## config.mk

```make
export PLATFORM = sky130hd
export DESIGN_NAME = dram_fill_arbiter
export DESIGN_NICKNAME = d
export VERILOG_FILES = /design/src/rtl/dram_fill_arbiter.sv
export SDC_FILE = /design/constraint.sdc
export NUM_CORES = 1
export LEC_CHECK = 0
export CELL_PAD_IN_SITES_DETAIL_PLACEMENT = 0
export CELL_PAD_IN_SITES_GLOBAL_PLACEMENT = 2
export CORE_AREA = 2 2 175 194
export DETAILED_ROUTE_END_ITERATION = 8
export DIE_AREA = 0 0 177 196
export PLACE_DENSITY_LB_ADDON = 0.1
export SLEW_MARGIN = 0
export SYNTH_ARGS = -nofsm -noshare
export SYNTH_HDL_FRONTEND = slang
export SYNTH_SLANG_ARGS = --single-unit
```

## constraint.sdc

```tcl
create_clock -name clk -period 2.3 [get_ports clk]
set_clock_uncertainty 0.2 [all_clocks]
set_input_delay 0.23 -clock clk [delete_from_list [all_inputs] [get_ports clk]]
set_output_delay 0.23 -clock clk [all_outputs]
set_load 0.005 [all_outputs]
```

## src/rtl/dram_fill_arbiter.sv

```systemverilog
`default_nettype none
// ============================================================================
//  Module      : dram_fill_arbiter
//  Description : Two-port arbiter for the DRAM-cache fill/write port. Port 0
//                (read-miss fill) has fixed priority. Port 1 (write path) is
//                granted after MAX_CONSEC port-0 grants while it waits.
//                The result drives a one-entry registered output stage.
//  Revision    : 1.0  initial release
// ============================================================================
module dram_fill_arbiter #(
    parameter int ADDR_WIDTH  = 32,
    parameter int DATA_WIDTH  = 64,
    parameter int WDATA_WIDTH = ADDR_WIDTH + DATA_WIDTH,
    parameter int MAX_CONSEC  = 4,
    parameter int CNT_WIDTH   = 16
) (
    input  logic                   clk,
    input  logic                   rst,
    input  logic                   rm_valid_i,
    output logic                   rm_ready_o,
    input  logic [WDATA_WIDTH-1:0] rm_wdata_i,
    input  logic                   wr_valid_i,
    output logic                   wr_ready_o,
    input  logic [WDATA_WIDTH-1:0] wr_wdata_i,
    output logic                   valid_o,
    input  logic                   ready_i,
    output logic [WDATA_WIDTH-1:0] wdata_o,
    output logic                   src_o,
    output logic [CNT_WIDTH-1:0]   rm_grant_cnt_o,
    output logic [CNT_WIDTH-1:0]   wr_grant_cnt_o
);

    localparam int                  c_STARVE_W = $clog2(MAX_CONSEC + 1);
    localparam logic [c_STARVE_W-1:0] c_MAX    = c_STARVE_W'(MAX_CONSEC);

    logic                   r_valid;
    logic [WDATA_WIDTH-1:0] r_wdata;
    logic                   r_src;
    logic [c_STARVE_W-1:0]  r_starve_cnt;
    logic [CNT_WIDTH-1:0]   r_rm_cnt;
    logic [CNT_WIDTH-1:0]   r_wr_cnt;

    logic w_can_load;
    logic w_cap_hit;
    logic w_prefer_wr;
    logic w_sel_wr;
    logic w_grant_rm;
    logic w_grant_wr;

    // Readiness is held low during reset so nothing is accepted and then lost.
    assign w_can_load  = (!r_valid || ready_i) && !rst;
    assign w_cap_hit   = (r_starve_cnt == c_MAX);
    assign w_prefer_wr = !rm_valid_i || w_cap_hit;
    assign w_sel_wr    = wr_valid_i && w_prefer_wr;

    assign rm_ready_o  = w_can_load && !w_sel_wr;
    assign wr_ready_o  = w_can_load && w_prefer_wr;

    assign w_grant_wr  = wr_valid_i && wr_ready_o;
    assign w_grant_rm  = rm_valid_i && rm_ready_o;

    always_ff @(posedge clk) begin
        if (rst) begin
            r_valid <= 1'b0;
            r_wdata <= '0;
            r_src   <= 1'b0;
        end else if (w_grant_wr) begin
            r_valid <= 1'b1;
            r_wdata <= wr_wdata_i;
            r_src   <= 1'b1;
        end else if (w_grant_rm) begin
            r_valid <= 1'b1;
            r_wdata <= rm_wdata_i;
            r_src   <= 1'b0;
        end else if (ready_i) begin
            r_valid <= 1'b0;
        end
    end

    // Counts port-0 wins that happened while port 1 was waiting.
    always_ff @(posedge clk) begin
        if (rst) begin
            r_starve_cnt <= '0;
        end else if (w_grant_wr || !wr_valid_i) begin
            r_starve_cnt <= '0;
        end else if (w_grant_rm && !w_cap_hit) begin
            r_starve_cnt <= r_starve_cnt + c_STARVE_W'(1);
        end
    end

    always_ff @(posedge clk) begin
        if (rst) begin
            r_rm_cnt <= '0;
            r_wr_cnt <= '0;
        end else begin
            if (w_grant_rm) begin
                r_rm_cnt <= r_rm_cnt + CNT_WIDTH'(1);
            end
            if (w_grant_wr) begin
                r_wr_cnt <= r_wr_cnt + CNT_WIDTH'(1);
            end
        end
    end

    assign valid_o        = r_valid;
    assign wdata_o        = r_wdata;
    assign src_o          = r_src;
    assign rm_grant_cnt_o = r_rm_cnt;
    assign wr_grant_cnt_o = r_wr_cnt;

endmodule
`default_nettype wire
```

# == After elaboration in Yosys (flattened, before gate mapping) ==
# Cells that the tools add are included.
# totals
wordCells,36
regBits,133
# classes
addsub,3
reduce_logical,19
n_eq_ne,1
muxes,7
# op_table
op,n
$mux W96,2
$add A16 B1 Y16 const B,2
$logic_and A1 B1 Y1,7
$logic_not A1 Y1,6
$mux W1,5
$add A3 B1 Y3 const B,1
$eq A3 B3 Y1 const B,1
$logic_or A1 B1 Y1,3
$reduce_bool A3 Y1,1
$reduce_bool A2 Y1,1
$reduce_or A2 Y1,1

# == Depth between registers and ports, before layout ==
# Gate-level depths: netlist of the first run.
# depth
depth_word,8
ltp_mapped,9

# == Least setup slack after synthesis of the first run ==
# No wires, ideal clock.
# synth_timing
path_type,register to register
start,reg r_starve_cnt[0]
end,"reg r_wr_cnt[14], in the netlist wr_grant_cnt_o[14]"
period_less_slack_ns,2.200
setup_time_ns,0.070
t_required_ns,2.030
path_stages_with_launch,8
arrival_ns,1.930
path_slack_ns,0.100
n_path_buf,1
path_cell_list,dfxtp_1 > inv_1 > ha_1 > a21boi_1 > or4_4 > buf_6 > or4_1 > a21oi_1
# synth_via
elab_chain_len,4
# synth_lines
element,line_no,source
from (decl),39,logic [c_STARVE_W-1:0] r_starve_cnt;
from (signal assigned),87,r_starve_cnt <= r_starve_cnt + c_STARVE_W'(1);
$eq A3 B3 Y1,52,assign w_cap_hit = (r_starve_cnt == c_MAX);
$logic_or A1 B1 Y1,53,assign w_prefer_wr = !rm_valid_i || w_cap_hit;
$logic_and A1 B1 Y1,57,assign wr_ready_o = w_can_load && w_prefer_wr;
$logic_and A1 B1 Y1,59,assign w_grant_wr = wr_valid_i && wr_ready_o;
to (signal assigned),100,r_wr_cnt <= r_wr_cnt + CNT_WIDTH'(1);
to (decl),41,logic [CNT_WIDTH-1:0] r_wr_cnt;
# Every way passes these cells.
# A chain may end at the register's enable or synchronous reset.

# == Worst setup path after layout of the first run ==
# layout_timing
start,in rst
end,"reg r_wr_cnt[14], in the netlist wr_grant_cnt_o[14]"
# layout_via
elab_chain_len,4
# layout_lines
element,line_no,source
from (decl),18,"input logic rst,"
$logic_not A1 Y1,51,assign w_can_load = (!r_valid || ready_i) && !rst;
$logic_and A1 B1 Y1,51,
$logic_and A1 B1 Y1,57,
$logic_and A1 B1 Y1,59,
# Parallel ways exist; a longest one is shown, timed or not.

==> results of run 1 <==
[cells in the mapped netlist, types with 2 or more instances]
master                     number
sky130_fd_sc_hd__nand4_1        6
sky130_fd_sc_hd__o41ai_1        3
sky130_fd_sc_hd__xor2_1         3
sky130_fd_sc_hd__clkbuf_1      48
sky130_fd_sc_hd__nor2_1       108
sky130_fd_sc_hd__a21oi_1       25
sky130_fd_sc_hd__buf_2          4
sky130_fd_sc_hd__nand3_1       12
sky130_fd_sc_hd__nor2b_1        3
sky130_fd_sc_hd__o311ai_0       3
sky130_fd_sc_hd__or3_1          7
sky130_fd_sc_hd__ha_1           4
sky130_fd_sc_hd__o21ai_0        9
sky130_fd_sc_hd__inv_1          7
sky130_fd_sc_hd__buf_1          9
sky130_fd_sc_hd__o31ai_1       12
sky130_fd_sc_hd__or4_1         13
sky130_fd_sc_hd__nand2_1      207
sky130_fd_sc_hd__and4_1         4
sky130_fd_sc_hd__xnor2_1        3
sky130_fd_sc_hd__o21a_1         4
sky130_fd_sc_hd__a311oi_1      96
sky130_fd_sc_hd__dfxtp_1      133
sky130_fd_sc_hd__nor3_1         3
sky130_fd_sc_hd__nand2b_1       2
sky130_fd_sc_hd__and3_1         4
[cell type report]
type                    count  area share
repair buffers            376      0.3660
well taps                 432     0.05095
inverters                   8    0.002831
clock buffers              28     0.04965
clock inverters             3    0.003774
multi-input cells         537      0.2757
flip-flops and latches    133      0.2511
[routing by layer]
layer / up-vias / part of all wire / global-route usage
li1: 3303 / - / -
met1: 3019 / 0.41 / 0.1675
met2: 202 / 0.49 / 0.2447
met3: 17 / 0.083 / 0.05698
met4: 0 / 0.012 / 0.04591
met5: - / 0 / 0
[logic make-up after synthesis]
family          share of synthesized area
compound gates                     0.2082
xor+xnor                         0.009053
fa+ha+maj                        0.008621
buf+inv                           0.04741
flops                              0.4586
mux                              0.001724
simple gates                       0.2664
[report_power, final]
part           leakage, nW  switching, mW  internal (mW)
clock network        0.280           1.08           1.65
logic                 2.33          0.408          0.686
registers             1.09         0.0658           2.43
total                 3.70           1.55           4.77
[cell usage in the layout, fill, tap and decap left out, types with 5 or more instances in the layout]
cell type / count
sky130_fd_sc_hd__nand2_1: 207
sky130_fd_sc_hd__dfxtp_1: 132
sky130_fd_sc_hd__nand3_1: 9
sky130_fd_sc_hd__clkbuf_16: 17
sky130_fd_sc_hd__a311oi_1: 96
sky130_fd_sc_hd__buf_12: 18
sky130_fd_sc_hd__a21oi_1: 23
sky130_fd_sc_hd__nand4_1: 6
sky130_fd_sc_hd__clkbuf_1: 5
sky130_fd_sc_hd__o31ai_1: 12
sky130_fd_sc_hd__buf_4: 29
sky130_fd_sc_hd__clkdlybuf4s50_1: 325
sky130_fd_sc_hd__o21ai_0: 9
sky130_fd_sc_hd__nor2_1: 107
sky130_fd_sc_hd__or3_1: 7
sky130_fd_sc_hd__or4_1: 12
sky130_fd_sc_hd__clkbuf_8: 6
sky130_fd_sc_hd__inv_1: 7
[metrics by stage]
step / instance area (µm²) / hold slack, ns / power, mW
final: 10610 / 0.1709 / 6.327
after global routing: 10610 / 0.1565 / 6.657
after CTS: 10570 / 0.1364 / 6.480
after detailed placement: 9987 / 0.2563 / 3.657
after global placement: 9987 / 0.2460 / 3.665
after floorplan: 5806 / 0.1925 / 2.847
[timing repair]
| action | in CTS | in global routing |
|---|---|---|
| endpoints found under the setup margin | 2 | 23 |
| hold buffers | 1 | 0 |
| gates resized for setup | 6 | 8 |
| pin swaps | 0 | 8 |
| hold endpoints to repair | 1 | 0 |
| gates cloned | 0 | 0 |
| setup buffers | 0 | 2 |
[critical path, cell delays in order]
cell                            delay [ns]
sky130_fd_sc_hd__dlygate4sd3_1        0.55
sky130_fd_sc_hd__buf_4                0.17
sky130_fd_sc_hd__nand2b_1             0.19
sky130_fd_sc_hd__or4_4                0.55
sky130_fd_sc_hd__or4_1                0.55
sky130_fd_sc_hd__a21oi_2              0.15
[worst paths after layout]
check | from | endpoint | slack, ns | cells past startpoint
max reg2reg | wr_grant_cnt_o[1] | wr_grant_cnt_o[14] | 0.11 | 5
max | rst | wr_grant_cnt_o[14] | 0.08 | 6
min reg2reg | src_o | src_o | 0.26 | 2
min | rm_wdata_i[34] | wdata_o[34] | 0.17 | 3
[state kept, by name, indices dropped and copies added (netlist names)]
| name | count |
|---|---|
| src_o | 1 |
| r_starve_cnt | 3 |
| valid_o | 1 |
| wdata_o | 96 |
| wr_grant_cnt_o | 16 |
| rm_grant_cnt_o | 16 |
==> results.txt, run 1 <==
----------------------------------------------------
[STA]
  Final hold viol count ... 0
  Max-slew violation count ... 0
  Clock period minus final worst setup slack ... 2.224 ns
  Unrepaired setup endpoints after global routing ... yes
  Worst-margin pin slew ... 0.7081 ns
  Slew HR ... 0.5279
  Setup TNS Final ... 0 ns
  Ratio of final minimum period to clock period ... 0.9671
  Top achievable clock speed ... 449.6 MHz
  Number of endpoints failing setup at the final stage ... 0
  Post-route setup slack ... 0.07575 ns

[Global routing]
  Wire length of the first global-routing pass ... 38480 µm
  Initial antenna violation count ... 0
  Vias in the first global route ... 6472
  Combined global-route utilization of all metal layers ... 0.1451
  Final global-route overflow total ... 0
  Largest net degree at the start of global routing ... 58

[Floorplanning]
  Width of the chip ... 177 µm
  Row count ... 70
  Number of placed I/O pins ... 329
  Initial core utilization ... 0.1768
  Core region area ... 32840 µm²
  DIE HEIGHT ... 196 µm
  Die Footprint ... 34690 µm²

[Placed design]
  Worst Setup Slack post-DPL ... -0.09975 ns
  Half-perimeter wire length after detailed placement ... 18550 µm
  Global placer's final weighted congestion ... 0.7079
  Cell Count Post-Placement ... 1483
  Number of I/O port buffers ... 328

[Final layout]
  Number of standard cells in the final layout excluding fillers ... 1517
  Total number of nets in the final design ... 1274
  Layout area overhead ... 82.74%
  Fraction of final layout cells with drive strength greater than 1 ... 0.08295
  Final design utilization ... 0.3230
  Final-layout fill cell count ... 3551
  Flip-flop and latch area ... 2664 µm²
  Multi-input combinational cell area ... 2925 µm²
  Count of antenna diodes in the layout ... 0

[Flow run]
  Max-cap violation count ... 0

[Power]
  Areal power density over the cells ... 596.4 nW/µm²
  Peak supply drop ... 425.3 µV
  Leak Pwr ... 3.699 nW

[Synthesis]
  Primary flip-flop cell chosen by synthesis mapping ... sky130_fd_sc_hd__dfxtp_1
  Synth Instances ... 740
  EDFF count, synth ... 0
  Number of distinct library cell variants in the gate-level netlist after synthesis ... 34
  Top area cells in the synthesized netlist ... sky130_fd_sc_hd__dfxtp_1 46%, sky130_fd_sc_hd__a311oi_1 14%, sky130_fd_sc_hd__nand2_1 13%
  Yosys top cell by area ... sky130_fd_sc_hd__dfxtp_1
  Post-Synthesis Mean Instance Area ... 7.845 µm²
  Fraction of registers with async set/reset ... 0
  Combined area of all synthesized cells ... 5806 µm²
  Number of warnings printed during yosys synthesis ... 0
  Post-synthesis sequential area ratio ... 0.4586
  Fraction of post-synthesis cell area in the top cell type by area ... 0.4586
  Synthesized netlist net count ... 941
  Count of state elements after synthesis ... 133

[Clock tree]
  Reg clk slew, reported paths ... 0.06 ns
  Sink Count ... 133
  Clock tree from TritonCTS ... yes
  Inserted Clock Buffers ... 17
  Maximum clock path buffer count ... 2
  H-tree depth reported by CTS ... 4
  Clock latency reported for the late side of the worst-skew pair ... 0.43 ns
  Cell at the root of the clock tree ... sky130_fd_sc_hd__clkbuf_16

[Setup path]
  Arrival time at the worst endpoint ... 2.39 ns
  Worst setup SP type ... input pin
  Endpoint required time on the critical path ... 2.46 ns
  Maximum fanout count along the critical path ... 7
  Type of element capturing the critical path ... flop
  Crit Path Class ... input pin to flop

[Detailed routing]
  Routed wire length ... 25550 µm
  Residual antenna-violating net count after detailed routing ... 0
  Residual DRC count ... 0
  Total number of vias ... 6541
  Ratio of routed vias to standard cells ... 4.312
  Routed length per instance ... 16.84 µm
  Iteration count of the initial detailed-routing pass ... 4
  Count of routing violations after the opening detailed-route iteration ... 186

[Run status]
  Outcome ... complete, no violations

[Hold path]
  Type of the tightest min-delay check ... input pin to flop

----------------------------------------------------
(Power assumes the default switching activity.)
==> run 2: changes to the inputs <==
- ABC_AREA: default -> 1
- CORE_AREA: 2 2 175 194 -> 2 2 189 209
- DIE_AREA: 0 0 177 196 -> 0 0 191 211
==> run 2 against run 1 <==
  * Synthesized cell count rose by 49%
  * Sequential power rose by 2%
  * Final area rose by 8.2%
  * Sequential cell count did not move
  * Clock power rose by 5%
  * Fmax rose by 1.2%
  * Worst setup slack improved by 0.025 ns
  * Core utilization fell by 2.1 points
  * Routed wire length rose by 14%
  * First-iteration DRC count fell by 3.2%
  * Area after synthesis rose by 17%
  * Register-to-register slack barely moved
  * Critical path type is now flop to flop
  * Critical endpoint is now wdata_o[47]
  * Largest cell class unchanged
==> results.txt, run 2 <==
----------------------------------------------------
[Synthesis]
  Synth cell count leaders ... 354 x sky130_fd_sc_hd__nand2_1, 246 x sky130_fd_sc_hd__nor2_1, 133 x sky130_fd_sc_hd__dfxtp_1, 124 x sky130_fd_sc_hd__nand3_1, 122 x sky130_fd_sc_hd__inv_1
  Number of warnings printed during yosys synthesis ... 0 (unchanged)
  Post-Synthesis Mean Instance Area ... 6.164 µm² (-21%)
  Combined area of all synthesized cells ... 6799 µm² (+17%)
  EDFF count, synth ... 0 (unchanged)
  Top area cells in the synthesized netlist ... sky130_fd_sc_hd__dfxtp_1 39%, sky130_fd_sc_hd__nand2_1 20%, sky130_fd_sc_hd__nor2_1 14%
  Fraction of post-synthesis cell area in the top cell type by area ... 0.3916 (-0.06701)
  Synth Instances ... 1103 (+49%)
  Count of state elements after synthesis ... 133 (unchanged)
  Synthesized netlist net count ... 1304 (+39%)
  Primary flip-flop cell chosen by synthesis mapping ... sky130_fd_sc_hd__dfxtp_1
  Post-synthesis sequential area ratio ... 0.3916 (-0.06701)
  Yosys top cell by area ... sky130_fd_sc_hd__dfxtp_1
  Number of distinct library cell variants in the gate-level netlist after synthesis ... 29 (-15%)
  Fraction of registers with async set/reset ... 0 (unchanged)
  Dominant cell by count in the synthesized netlist ... sky130_fd_sc_hd__nand2_1

[STA]
  Ratio of final minimum period to clock period ... 0.9561 (-0.01101)
  Top achievable clock speed ... 454.8 MHz (+1.2%)
  Worst-margin pin slew ... 0.5163 ns (-0.1918 ns)
  Hold Worst Slack ... 0.2460 ns (+0.07508 ns)
  Clock period minus final worst setup slack ... 2.199 ns (-0.02532 ns)
  Slew HR ... 0.6558 (+0.1279)
  Max-slew violation count ... 0 (unchanged)
  Unrepaired setup endpoints after global routing ... yes
  Number of endpoints failing setup at the final stage ... 0 (unchanged)
  Final hold viol count ... 0 (unchanged)

[Floorplanning]
  Number of placed I/O pins ... 329 (unchanged)
  Width of the chip ... 191 µm (+7.9%)
  DIE HEIGHT ... 211 µm (+7.7%)
  Core region area ... 38010 µm² (+16%)
  Die Footprint ... 40300 µm² (+16%)
  Initial core utilization ... 0.1789 (+0.002135)
  Row count ... 75 (+7.1%)

[Detailed routing]
  Routed length per instance ... 15.01 µm (-11%)
  Count of routing violations after the opening detailed-route iteration ... 180 (-3.2%)
  Residual DRC count ... 0 (unchanged)
  Total number of vias ... 7541 (+15%)
  Ratio of routed vias to standard cells ... 3.883 (-9.9%)
  Routed wire length ... 29150 µm (+14%)
  Residual antenna-violating net count after detailed routing ... 0 (unchanged)
  Iteration count of the initial detailed-routing pass ... 4 (unchanged)

[Hold path]
  Type of the tightest min-delay check ... input pin to flop

[Setup path]
  Worst setup SP type ... flop
  Endpoint required time on the critical path ... 2.44 ns (-0.02 ns)
  Crit Path Class ... flop to flop
  Cell type of the slowest stage on the worst timing path ... sky130_fd_sc_hd__dfxtp_2
  Maximum fanout count along the critical path ... 13 (+6)
  Cells along the critical path ... inv_1 -> ha_1 -> nand2_1 -> nand2_2 -> nand2_4 -> buf_4 -> nor2_4 -> inv_4 -> nand2_8 -> buf_12 -> buf_12 -> clkbuf_16 -> nor2_1 -> nor2_1 -> nand2_1 -> inv_1
  Buf/Inv on CP ... 7 (+5)
  Type of element capturing the critical path ... flop
  Arrival time at the worst endpoint ... 2.34 ns (-0.05 ns)
  Cell type group with the largest total delay on the critical path ... buffers and inverters
  Worst stage delay on the critical path ... 0.34 ns (-0.21 ns)

[Final layout]
  Layout area overhead ... 68.86%
  Most frequent cells in the layout ... 351 x sky130_fd_sc_hd__nand2_1, 325 x sky130_fd_sc_hd__clkdlybuf4s50_1, 246 x sky130_fd_sc_hd__nor2_1
  Most common cell after layout, fill and taps aside ... sky130_fd_sc_hd__nand2_1
  Fraction of final layout cells with drive strength greater than 1 ... 0.05625 (-0.02670)
  Final-layout fill cell count ... 4244 (+20%)
  Final design utilization ... 0.3021 (-0.02092)
  Total number of nets in the final design ... 1628 (+28%)
  Flip-flop count of the largest register, all copies and words added ... 96 (unchanged)
  Number of standard cells in the final layout excluding fillers ... 1942 (+28%)

[Placed design]
  Cell Count Post-Placement ... 1895 (+28%)
  Global placer's final weighted congestion ... 0.7324 (+3.5%)
  Half-perimeter wire length after detailed placement ... 19950 µm (+7.5%)
  Number of I/O port buffers ... 328 (unchanged)

[Global routing]
  Wire length of the first global-routing pass ... 42210 µm (+9.7%)
  Largest net degree at the start of global routing ... 98 (+69%)
  Final global-route overflow total ... 0 (unchanged)
  Vias in the first global route ... 7354 (+14%)
  Initial antenna violation count ... 3 (+3)
  Combined global-route utilization of all metal layers ... 0.1385 (-0.006594)

[Clock tree]
  Clock latency reported for the late side of the worst-skew pair ... 0.44 ns (about the same)
  Sink Count ... 133 (unchanged)
  Cell at the root of the clock tree ... sky130_fd_sc_hd__clkbuf_16
  Reg clk slew, reported paths ... 0.06 ns (about the same)
  Maximum clock path buffer count ... 2 (unchanged)
  H-tree depth reported by CTS ... 4 (unchanged)
  Inserted Clock Buffers ... 17 (unchanged)
  Clock tree from TritonCTS ... yes

[Power]
  Logic gate share of total power ... 0.214 (+0.041)
  Leak Pwr ... 5.168 nW (+40%)
  Peak supply drop ... 498.1 µV (+17%)
  Share of total power in sequential cells ... 0.370 (-0.025)
  Clock network fraction of design power ... 0.416 (-0.016)
  Fraction of power spent switching nets ... 0.2648 (+0.01914)
  Areal power density over the cells ... 599.7 nW/µm² (+0.56%)
  Cell-internal power ... 5.063 mW (+6.1%)
  Total Power Consumption ... 6.886 mW (+8.8%)
  Net switching power of the design ... 1.823 mW (+17%)

[Run status]
  Outcome ... complete, no violations

[Flow run]
  Max-cap violation count ... 0 (unchanged)

----------------------------------------------------
## run 2: cell count changes in the layout (fill, tap and decap cells not counted), sizes merged, moves of 4 or more
cell    before  now
nand2      207  358
nor2       108  247
inv          8  124
nand3       12  125
a311oi      96    0
buf         48   32
or4         14    0
o31ai       12    0
or3          7    0
and4         4    0
## run 2: worst paths after layout
path / from / slack [ns] / endpoint / cells past startpoint
hold / removal: rm_wdata_i[42] / 0.25 / wdata_o[42] / 5
setup reg to reg: r_starve_cnt[0] / 0.10 / wdata_o[47] / 16
hold reg to reg: src_o / 0.27 / src_o / 2
setup / recovery: r_starve_cnt[0] / 0.10 / wdata_o[47] / 16
## run 2: cells by family after synthesis
| logic type | share of synthesized area |
|---|---|
| and+or+nand+nor | 0.4420 |
| xor gates and xnor gates | 0.001288 |
| adders and majority gates | 0.007361 |
| buffers and inverters | 0.1279 |
| DFF | 0.3916 |
| AOI/OAI and AO/OA | 0.02981 |
## run 2: tightest hold or removal path: stages
cell and delay (ns):
sky130_fd_sc_hd__clkdlybuf4s50_1 0.39, sky130_fd_sc_hd__nand2_1 0.06, sky130_fd_sc_hd__nand3_1 0.07, sky130_fd_sc_hd__nand2_1 0.06, sky130_fd_sc_hd__inv_1 0.03
## run 2: cell type report
class,instances,area (µm²),area share
flip-flops and latches,133,2664,0.2320
clock buffers,24,511.7,0.04457
clock inverters,8,95.09,0.008282
repair buffers,363,3794,0.3304
diodes,2,5.005,0.0004359
multi-input cells,787,3314,0.2887
inverters,125,471.7,0.04109
well taps,500,625.6,0.05449
## run 2: what timing repair did
item / CTS / global route
gates cloned: 0 / 4
gates resized for setup: 5 / 16
hold endpoints to repair: 8 / 0
hold buffers: 1 / 0
setup buffers: 1 / 7
setup endpoints to repair: 2 / 56
pin swaps: 2 / 2
## run 2: power groups by stage
| stage | registers (mW) | clock network [mW] | logic (mW) |
|---|---|---|---|
| after floorplan | 2.61 | 0 | 0.572 |
| after global placement | 2.60 | 0 | 1.44 |
| after detailed placement | 2.60 | 0 | 1.43 |
| after CTS | 2.55 | 3.00 | 1.45 |
| after global routing | 2.57 | 3.10 | 1.64 |
| final | 2.55 | 2.87 | 1.47 |
## run 2: per-stage QoR
step | cell area, µm² | setup TNS [ns] | setup WS, ns
floorplan | 6799 | 0 | 0.4660
global placement | 10630 | 0 | 0.05883
detailed placement | 10630 | 0 | 0.01827
CTS | 11260 | 0 | 0.07888
global route | 11480 | -0.1883 | -0.03178
finish | 11480 | 0 | 0.1011
## run 2: routing by layer
metal	share of wire	vias up	routed length, µm	global-route usage
met1	0.45	3321	13080	0.1704
met5	0.0010	-	30	0
met3	0.059	26	1723	0.03987
li1	-	3994	-	-
met2	0.47	196	13810	0.2300
met4	0.017	4	498	0.04785
